### src/rtl/stream_max_finder.sv
// stream_max_finder
// Walks a burst of COUNT signed samples and reports the largest one together
// with the index of its first occurrence. The signed "x > y" decision is made
// by an external comparator: this block presents the new sample on cmp_x and
// the running maximum on cmp_y, holds them for SETTLE cycles, and then reads
// the comparator's zero/overflow/negative flags.
module stream_max_finder #(
   parameter int WIDTH  = 4,
   parameter int COUNT  = 8,
   parameter int SETTLE = 2,
   parameter int IDXW   = 3
) (
   input  logic             clk,
   input  logic             rst_n,
   input  logic             start,
   input  logic             in_valid,
   input  logic [WIDTH-1:0] in_data,
   output logic             in_ready,
   output logic [WIDTH-1:0] cmp_x,
   output logic [WIDTH-1:0] cmp_y,
   input  logic             cmp_z,
   input  logic             cmp_v,
   input  logic             cmp_n,
   output logic             busy,
   output logic             out_valid,
   output logic [WIDTH-1:0] out_max,
   output logic [IDXW-1:0]  out_idx
);

   localparam int SCW = (SETTLE > 1) ? $clog2(SETTLE) : 1;
   localparam logic [IDXW-1:0] LAST_IDX    = IDXW'(COUNT - 1);
   localparam logic [SCW-1:0]  LAST_SETTLE = SCW'(SETTLE - 1);

   typedef enum logic [2:0] {
      ST_IDLE,
      ST_WAIT_IN,
      ST_SETTLE,
      ST_DECIDE,
      ST_DONE
   } state_t;

   state_t           state;
   logic [IDXW-1:0]  cnt;
   logic [SCW-1:0]   settle_cnt;
   logic [WIDTH-1:0] max_val;
   logic [IDXW-1:0]  max_idx;
   logic             greater;
   logic [WIDTH-1:0] next_max;
   logic [IDXW-1:0]  next_idx;

   // Signed x > y from the flags of x - y: nonzero and N equal to V.
   // Only strictly greater moves the maximum, so ties keep the earlier index.
   always_comb begin
      greater  = !cmp_z && !(cmp_n ^ cmp_v);
      next_max = greater ? cmp_x : max_val;
      next_idx = greater ? cnt : max_idx;
   end

   // Burst controller; every output is a register updated on its state transition.
   always_ff @(posedge clk or negedge rst_n) begin
      if (!rst_n) begin
         state      <= ST_IDLE;
         cnt        <= '0;
         settle_cnt <= '0;
         max_val    <= '0;
         max_idx    <= '0;
         cmp_x      <= '0;
         cmp_y      <= '0;
         in_ready   <= 1'b0;
         busy       <= 1'b0;
         out_valid  <= 1'b0;
         out_max    <= '0;
         out_idx    <= '0;
      end else begin
         case (state)
            ST_IDLE: begin
               if (start) begin
                  state    <= ST_WAIT_IN;
                  cnt      <= '0;
                  in_ready <= 1'b1;
                  busy     <= 1'b1;
               end
            end
            ST_WAIT_IN: begin
               if (in_valid && in_ready) begin
                  if (cnt == '0) begin
                     max_val <= in_data;
                     max_idx <= '0;
                     if (COUNT == 1) begin
                        state     <= ST_DONE;
                        in_ready  <= 1'b0;
                        out_valid <= 1'b1;
                        out_max   <= in_data;
                        out_idx   <= '0;
                     end else begin
                        cnt <= IDXW'(1);
                     end
                  end else begin
                     cmp_x      <= in_data;
                     cmp_y      <= max_val;
                     settle_cnt <= '0;
                     in_ready   <= 1'b0;
                     state      <= ST_SETTLE;
                  end
               end
            end
            ST_SETTLE: begin
               if (settle_cnt == LAST_SETTLE) begin
                  state <= ST_DECIDE;
               end else begin
                  settle_cnt <= settle_cnt + SCW'(1);
               end
            end
            ST_DECIDE: begin
               max_val <= next_max;
               max_idx <= next_idx;
               cnt     <= cnt + IDXW'(1);
               if (cnt == LAST_IDX) begin
                  state     <= ST_DONE;
                  out_valid <= 1'b1;
                  out_max   <= next_max;
                  out_idx   <= next_idx;
               end else begin
                  state    <= ST_WAIT_IN;
                  in_ready <= 1'b1;
               end
            end
            ST_DONE: begin
               out_valid <= 1'b0;
               busy      <= 1'b0;
               state     <= ST_IDLE;
            end
            default: begin
               state <= ST_IDLE;
            end
         endcase
      end
   end

endmodule
### config.mk
export PLATFORM = sky130hd
export DESIGN_NAME = stream_max_finder
export DESIGN_NICKNAME = d
export VERILOG_FILES = /design/src/rtl/stream_max_finder.sv
export SDC_FILE = /design/constraint.sdc
export NUM_CORES = 1
export LEC_CHECK = 0
export ABC_AREA = 1
export CAP_MARGIN = 20
export CORE_UTILIZATION = 46
export DETAILED_ROUTE_END_ITERATION = 8
export PLACE_DENSITY = 0.8
export SLEW_MARGIN = 20
export SYNTH_ARGS = -nofsm -noshare
export SYNTH_HDL_FRONTEND = slang
export SYNTH_SLANG_ARGS = --single-unit
export TNS_END_PERCENT = 10
### constraint.sdc
create_clock -name clk -period 1.38 [get_ports clk]
set_input_delay 0.276 -clock clk [delete_from_list [all_inputs] [get_ports clk]]
set_output_delay 0.276 -clock clk [all_outputs]
set_load 0.02 [all_outputs]
==> impl_metrics.toml, run 1 <==
[global_route]
grt_pass1_vias = 1351
grt_pass1_wl_um = 5700
antenna_found_initial = 0
gr-usage-all-layers_pct = 21.2
grt_max_degree = 33
grt_remaining_overflow = 0

[synthesis]
synth_area_leaders = "dfrtp_1, nand2_1, nand3_1"
yosys_most_used_dff = "dfrtp_1"
ys_warn_count = 0
synthArstFlopShare_pct = 100
synth-seq-cells = 32
synth_top_area_cell = "dfrtp_1"
syn_area_um2 = 1590
yosysMostFrequentCell = "nand2_1"
synth_top_area_share_pct = 50.5
synth_edf_count = 0
syn_inst = 203
ys_seq_area_share_pct = 50.5
synthTopCellsByCount = "nand2_1, dfrtp_1, inv_1"
syn_nets = 217
syn_avg_cell_area_um2 = 7.82
synth_cell_type_count = 20

[setup_path]
crit_required_ps = 1620
slowest_delay_ps = 440
critPathKind = "flop to flop"
rrSetupSlack_ps = 20
timing.rr.start = "cnt[1]"
critPathLaunch = "cnt[1]"
crit_fanout = 4
timing.rr.end = "cnt[2]"
crit_chain = "inv_2, ha_4, inv_2, nor2_4, nand2_2, nand2_4, buf_6, nand2_4, nand2_2, nand2_1"
crit_path_end_kind = "flop"
cpMaxStageDelayCell = "dfrtp_2"
worstPathArrival_ps = 1600
r2r_cells = 10
start_kind = "flop"

[layout]
multiInputGateArea_um2 = 756
diodes = 0
drive_above_1_share_pct = 20.9
register_area_um2 = 803
final_nets = 262
area_growth_pct = 35.4
fill_cells = 256

[route]
wl_per_cell_um = 12.6
firstDrtPassIters = 4
drtIter0Drc = 56
vias = 1483
viasPerCell = 5.06
ant_nets = 0
drc = 0
wl_um = 3680

[power_and_ir_drop]
power_density_nw_per_um2 = 2020
totalPowerFinal_mw = 4.35
ir_drop_mv = 1.17
p_leak_nw = 1.12

[cts]
worstSkewPairLatency_ps = 340
numCtsBuffers = 5
clock_path_buffers = 2
cts_tree = "done"
clk_pin_slew_ps = 100
h-tree-depth = 2
cts-root-buf = "clkbuf_4"
cts-hold-fix-buffers = 0
clkSinkCount = 32

[floorplan]
die_area_um2 = 3690
die_w_um = 60.7
core_area_um2 = 3150
dieHeight_um = 60.7
start_util_pct = 50.3
pin_count = 29
row_count = 20

[timing]
maxSlewViolCount = 0
fmax_mhz = 733
tightest_slew_ps = 277
rsz0062_at_grt = "yes"
fin_crit_sh_pct = 98.8
skew_ps = 7.43
setup_viol_count_final = 0
period_minus_slack_ps = 1360
tns_ps = 0
slew_headroom_pct = 81.4
hold_violations = 0

[place]
dp_hpwl_um = 2560
gp_congestion = 0.805
portBuffers = 28

[min_path]
hp-class = "primary input to async pin"

[run]
cap_violations = 0

[outcome]
status = "complete, no violations"
## through the flow
step	setup slack [ps]	hold slack [ps]	instances	util, %	cell area, µm²
2_1_floorplan	58.8	-19.6	203	-	1590
3_3_place_gp	-159	455	282	62.9	1980
3_5_place_dp	-183	466	282	62.9	1980
4_1_cts	-13.0	312	290	64.4	2030
5_1_grt	-53.2	316	293	68.1	2150
6_report	15.9	309	293	68.1	2150
## worst max-delay path, delay by kind of cell (launching register included)
family	cells	cell delay (ps)
simple gates	6	440
buf+inv	3	230
fa+ha+maj	1	130
flops	1	440
## layer usage
metal  global-route usage (%)  vias up  wire length, µm
met5                        0        -                0
met2                     35.2       47             1780
met4                     8.12        0               88
li1                         -      735                -
met3                     7.04       12              224
met1                     25.8      689             1590
## report_power, final
| group | internal (mW) | switching, mW | total (mW) |
|---|---|---|---|
| Combinational | 0.887 | 1.34 | 2.22 |
| Clock | 0.242 | 0.328 | 0.570 |
| Sequential | 1.27 | 0.284 | 1.55 |
| Total | 2.40 | 1.95 | 4.35 |
## flip-flops by register name, indices dropped and copies added (netlist names)
register / flops
in_ready: 1
cmp_y: 4
out_valid: 1
cmp_x: 4
busy: 1
max_val: 4
out_idx: 3
cnt: 3
out_max: 4
max_idx: 3
settle_cnt: 1
state: 3
## cell type report
| type | count | area share [%] |
|---|---|---|
| inverters | 22 | 4.02 |
| flip-flops and latches | 32 | 37.4 |
| clock inverters | 2 | 0.466 |
| multi-input cells | 145 | 35.2 |
| clock buffers | 6 | 2.39 |
| repair buffers | 42 | 18.0 |
| well taps | 44 | 2.56 |
## worst max path at each step
stage / endpoint / slack, ps / cells after the start
3_5_place_dp: out_idx[0] / -180 / 6
5_1_grt: cnt[2] / -50 / 10
3_3_place_gp: out_idx[0] / -160 / 6
2_1_floorplan: in_ready / 60 / 7
4_1_cts: out_idx[0] / -10 / 6
6_report: cnt[2] / 20 / 10
## cell families after synthesis
group | count (synthesis) | share of synthesized area [%]
AOI/OAI and AO/OA | 17 | 6.31
adders and majority gates | 3 | 2.37
buffers and inverters | 27 | 7.73
DFF | 32 | 50.5
and+or+nand+nor | 124 | 33.1
## what timing repair did
item	CTS	global route
buffers inserted	0	2
setup endpoints to repair	24	33
pin swaps	0	5
cloned	0	1
endpoints found under the hold margin	0	0
gates resized for setup	20	33
## placed cells by master (no fill, tap or decap), drive strengths merged
master | synthesis | layout
buf | 5 | 14
clkdlybuf4s50 | 0 | 10
nor3 | 1 | 1
o21ai | 7 | 7
ha | 3 | 3
a21oi | 4 | 4
clkdlybuf4s15 | 0 | 6
clkbuf | 0 | 6
clkinv | 1 | 3
nand3 | 17 | 17
nand4 | 4 | 4
inv | 21 | 21
nor2 | 12 | 12
dfrtp | 32 | 32
dlygate4sd2 | 0 | 12
o211ai | 6 | 6
nand2 | 90 | 91
Power figures use the tool's default switching activity.
==> run 2, diff against run 1 <==
--- a/config.mk
+++ b/config.mk
@@ -5,11 +5,12 @@
 export SDC_FILE = /design/constraint.sdc
 export NUM_CORES = 1
 export LEC_CHECK = 0
-export ABC_AREA = 1
 export CAP_MARGIN = 20
 export CORE_UTILIZATION = 46
+export CTS_CLUSTER_SIZE = 30
 export DETAILED_ROUTE_END_ITERATION = 8
-export PLACE_DENSITY = 0.8
+export PLACE_DENSITY = 0.81
+export REMOVE_ABC_BUFFERS = 1
 export SLEW_MARGIN = 20
 export SYNTH_ARGS = -nofsm -noshare
 export SYNTH_HDL_FRONTEND = slang
==> run 2 against run 1 <==
Compared with the run above:
- power grew 0.73%
- non-clock buffer count is 18 higher
- register-to-register slack worse by 240 ps
- critical path depth is 3 lower
- sequential share of layout area shrank 2.2 points
- critical endpoint is now out_valid
- highest routed layer unchanged
- the run now ends with negative setup slack left
- first-iteration DRC count up 54%
- via count shrank 8.2%
- fmax down 15%
- synthesized cell count fell by 31%
- cell count down 17%
- combinational power grew 5%
==> impl_metrics.toml, run 2 <==
[power_and_ir_drop]
p_leak_nw = 1.01
power_density_nw_per_um2 = 1920
ir_drop_mv = 0.931
totalPowerFinal_mw = 4.38

[setup_path]
crit_chain = "buf_4, buf_4, buf_6, ha_4, ha_4, a21o_1, a22o_1"
timing.rr.end = "out_valid"
crit_path_end_kind = "flop"
worstPathArrival_ps = 1830
r2r_cells = 7
crit_required_ps = 1600
timing.rr.start = "cnt[0]"
cpMaxStageDelayCell = "dfrtp_1"
start_kind = "flop"
crit_fanout = 3
rrSetupSlack_ps = -220
slowest_delay_ps = 400
critPathKind = "flop to flop"

[timing]
tightest_slew_ps = 304
tns_ps = -3680
rsz0062_at_grt = "yes"
fmax_mhz = 623
maxSlewViolCount = 0
hold_violations = 0
slew_headroom_pct = 79.7
setup_viol_count_final = 28
post-route-worst-setup-slack_ps = -225
period_minus_slack_ps = 1600
skew_ps = 16.9
fin_crit_sh_pct = 116

[global_route]
gr-usage-all-layers_pct = 25.6
grt_max_degree = 33
grt_pass1_wl_um = 6380
grt_pass1_vias = 1382
grt_remaining_overflow = 0
antenna_found_initial = 0

[floorplan]
die_area_um2 = 3530
core_area_um2 = 3100
row_count = 20
dieHeight_um = 59.4
die_w_um = 59.4
start_util_pct = 48.9
pin_count = 29

[cts]
cts_tree = "done"
worstSkewPairLatency_ps = 340
cts-root-buf = "clkbuf_4"
numCtsBuffers = 5
clk_pin_slew_ps = 110
clkSinkCount = 32
clock_path_buffers = 2
h-tree-depth = 2

[outcome]
status = "complete, but fails checks"
violations = "negative setup slack"

[layout]
diodes = 0
final_cell_mix = "dfrtp_1, buf_4, dlygate4sd2_1"
layout_commonest_cell = "dfrtp_1"
final_nets = 213
fill_cells = 211
area_growth_pct = 50.0
drive_above_1_share_pct = 38.7

[route]
ant_nets = 0
vias = 1362
wl_per_cell_um = 16.8
viasPerCell = 5.60
wl_um = 4080
drtIter0Drc = 86
drc = 0
firstDrtPassIters = 4

[synthesis]
syn_inst = 140
ys_seq_area_share_pct = 52.8
synth-seq-cells = 32
synthArstFlopShare_pct = 100
synth_edf_count = 0
synth_cell_type_count = 38
synth_area_leaders = "dfrtp_1, mux2_2, nand2_1"
ys_warn_count = 0
synthTopCellsByCount = "dfrtp_1, nand2_1, o21ai_0"
yosys_most_used_dff = "dfrtp_1"
syn_area_um2 = 1520
yosysMostFrequentCell = "dfrtp_1"
syn_avg_cell_area_um2 = 10.8
synth_top_area_share_pct = 52.8
synth_top_area_cell = "dfrtp_1"

[place]
dp_hpwl_um = 2590
post-place-ws_ps = -493
portBuffers = 28
gp_congestion = 0.772

[run]
cap_violations = 0

[min_path]
hp-class = "primary input to async pin"
-- run 2: cell count changes in the layout (fill, tap and decap cells not counted), moves of 4 or more --
cell      delta
nand4_1      -4
mux2i_1      +5
o21ai_2      +6
nand2_1     -71
nand2b_1     +4
buf_4       +14
o211ai_1     -5
inv_1       -11
mux2_4       +8
nand3_1     -11
inv_2        -4
o21ai_0      -5
-- run 2: stage by stage --
step | hold slack [ps] | utilization, % | instance area [µm²] | cells
2_1_floorplan | -19.6 | - | 1470 | 132
3_3_place_gp | 460 | 65.3 | 2030 | 228
3_5_place_dp | 488 | 65.3 | 2030 | 228
4_1_cts | 292 | 71.8 | 2230 | 243
5_1_grt | 287 | 73.4 | 2280 | 243
6_report | 277 | 73.4 | 2280 | 243
-- run 2: critical path: cells and delay by family, from the launching register on --
kind / cells / cell delay (ps)
adders and majority gates: 2 / 320
DFF: 1 / 400
AOI/OAI and AO/OA: 2 / 370
buffers and inverters: 3 / 380
-- run 2: worst max path at each step --
stage,from,endpoint,slack [ps],depth (start not counted)
floorplan,cnt[0],cmp_x[0],-250,6
global placement,cmp_v,max_val[3],-360,5
detailed placement,cmp_v,out_max[3],-490,5
CTS,cnt[0],cmp_y[1],-240,8
global route,cnt[1],cmp_y[0],-260,7
finish,cnt[0],out_valid,-220,7
-- run 2: where the power goes --
part	switching, mW	internal, mW	leakage, nW
Clock	0.316	0.187	0.0281
Combinational	1.12	1.23	0.619
Sequential	0.273	1.26	0.364
Total	1.71	2.67	1.01
-- run 2: kinds of logic after synthesis --
family / Yosys count / share of synthesized area, %
fa+ha+maj: 3 / 2.47
xor+xnor: 1 / 0.577
mux: 13 / 9.23
buf+inv: 13 / 4.12
simple gates: 42 / 15.0
compound gates: 36 / 15.8
flops: 32 / 52.8
-- run 2: final cells by class --
class	instances	area, µm²	area share (%)
Tap cell	44	55.1	2.42
Inverter	5	18.8	0.824
Clock inverter	1	5.00	0.220
Timing Repair Buffer	60	548	24.1
Sequential cell	32	801	35.2
Multi-Input combinational cell	95	808	35.5
Clock buffer	6	41.3	1.81
-- run 2: metal layers --
layer	track usage [%]	wire length [µm]	up-vias
met4	11.9	143	0
li1	-	-	632
met1	30.7	1660	667
met2	42.2	2120	45
met3	7.21	161	18
met5	0	0	-
-- run 2: what timing repair did --
item,CTS,global route
setup endpoints to repair,47,36
hold buffers,0,0
gates resized for setup,46,32
gates cloned,1,0
setup buffers,7,2
pin swaps,1,3
==> run 3, diff against run 2 <==
--- a/config.mk
+++ b/config.mk
@@ -6,10 +6,12 @@
 export NUM_CORES = 1
 export LEC_CHECK = 0
 export CAP_MARGIN = 20
-export CORE_UTILIZATION = 46
+export CELL_PAD_IN_SITES_DETAIL_PLACEMENT = 1
+export CELL_PAD_IN_SITES_GLOBAL_PLACEMENT = 2
+export CORE_UTILIZATION = 29
 export CTS_CLUSTER_SIZE = 30
 export DETAILED_ROUTE_END_ITERATION = 8
-export PLACE_DENSITY = 0.81
+export PLACE_DENSITY = 0.8
 export REMOVE_ABC_BUFFERS = 1
 export SLEW_MARGIN = 20
 export SYNTH_ARGS = -nofsm -noshare
==> run 3 against run 2 <==
Compared with the run above:
- global-route usage fell by 9.1 points
- largest cell class is now registers
- sequential share of layout area down 0.85 points
- worst hold slack improved by 67 ps
- cell count up 9.1%
- clock power grew 99%
- power up 9.3%
- non-clock buffer count is 2 lower
- highest routed layer unchanged
- utilization shrank 26 points
- the flow still finishes with violations (negative setup slack)
- register-to-register slack barely moved
- fmax down 0.46%
==> impl_metrics.toml, run 3 (same netlist as run 2, synthesis figures left out) <==
[layout]
final_nets = 211
diodes = 0
area_growth_pct = 53.8
drive_above_1_share_pct = 32.8
utilization_pct = 47.8
final_area_um2 = 2330
final_cell_mix = "dfrtp_1, buf_4, dlygate4sd2_1"
instances_no_fill = 265
fill_cells = 550
layout_commonest_cell = "dfrtp_1"

[global_route]
grt_max_degree = 33
grt_pass1_vias = 1412
antenna_found_initial = 0
grt_pass1_wl_um = 6670
grt_remaining_overflow = 0
gr-usage-all-layers_pct = 16.4

[setup_path]
crit_fanout = 3
worstPathArrival_ps = 1790
crit_required_ps = 1560
start_kind = "flop"
crit_path_end_kind = "flop"
critPathKind = "flop to flop"

[outcome]
violations = "negative setup slack"
status = "complete, but fails checks"

[floorplan]
pin_count = 29
row_count = 25
die_w_um = 74.3
dieHeight_um = 74.3
start_util_pct = 31.1
die_area_um2 = 5530
core_area_um2 = 4880

[cts]
clkSinkCount = 32
cts_tree = "done"
clk_pin_slew_ps = 70
worstSkewPairLatency_ps = 290
cts-root-buf = "clkbuf_8"
h-tree-depth = 2
clock_path_buffers = 2
numCtsBuffers = 5

[route]
wl_per_cell_um = 15.7
drc = 0
drtIter0Drc = 75
wl_um = 4170
vias = 1299
ant_nets = 0
firstDrtPassIters = 5
viasPerCell = 4.90

[timing]
skew_ps = 13.3
slew_headroom_pct = 78.5
tightest_slew_ps = 322
fmax_mhz = 620
post-route-worst-setup-slack_ps = -232
setup_viol_count_final = 30
period_minus_slack_ps = 1610
rsz0062_at_grt = "yes"
maxSlewViolCount = 0
fin_crit_sh_pct = 117
hold_violations = 0

[min_path]
hp-class = "primary input to async pin"

[run]
cap_violations = 0

[power_and_ir_drop]
p_leak_nw = 1.02
power_density_nw_per_um2 = 2050
ir_drop_mv = 0.937

[place]
dp_hpwl_um = 2880
placed_area_um2 = 2080
dpl.cell_count = 254
gp_congestion = 0.750
portBuffers = 28
[run 3: where the power goes]
group | switching, mW | internal, mW | total (mW)
clock network | 0.363 | 0.637 | 1.00
registers | 0.261 | 1.26 | 1.52
logic | 1.10 | 1.16 | 2.26
total | 1.73 | 3.06 | 4.79
[run 3: worst paths after layout]
| check | slack, ps | to | depth (start not counted) | startpoint |
|---|---|---|---|---|
| setup / recovery | -230 | out_valid | 7 | cnt[0] |
| hold / removal | 340 | out_max[1] | 2 | rst_n |
| setup reg to reg | -230 | out_valid | 7 | cnt[0] |
| hold reg to reg | 480 | out_idx[2] | 2 | out_idx[2] |
| max in group asynchronous | 850 | cmp_y[1] | 2 | rst_n |
| min in group clk | 480 | out_idx[2] | 2 | out_idx[2] |
[run 3: metrics by stage]
step           power [mW]  setup TNS (ps)  hold slack, ps  setup WS, ps
3_3_place_gp         3.42           -7200             458          -313
5_1_grt              5.07           -5400             369          -262
3_5_place_dp         3.52           -8260             468          -410
6_report             4.79           -3710             344          -232
4_1_cts              4.61           -2360             356          -208
2_1_floorplan        2.50           -3690           -19.6          -251
[run 3: final cells by class]
type / count / area (µm²) / area share, %
Timing Repair Buffer: 58 / 524 / 22.5
Tap cell: 67 / 83.8 / 3.59
Clock inverter: 1 / 30.0 / 1.29
Sequential cell: 32 / 801 / 34.3
Clock buffer: 7 / 96.3 / 4.13
Multi-Input combinational cell: 95 / 779 / 33.4
Inverter: 5 / 18.8 / 0.804
[run 3: timing repair]
action	in CTS	in global routing
endpoints found under the setup margin	48	30
setup buffers	2	1
resized for setup	42	15
cloned	0	0
hold buffers	0	0
pin swaps	1	3
[run 3: layer usage]
layer	vias up	track usage (%)	share of wire (%)	wire length, µm
met5	-	0	0	0
met4	0	5.87	1.8	75
met3	9	4.34	4.1	170
met2	26	29.0	51	2130
met1	650	19.2	43	1790
li1	614	-	-	-
[run 3: worst max-delay path, stage by stage, from the launching register on]
cell	delay (ps)
dfrtp_1	410
buf_4	140
buf_4	130
buf_6	120
ha_4	160
ha_4	170
a21o_1	150
a22o_1	220
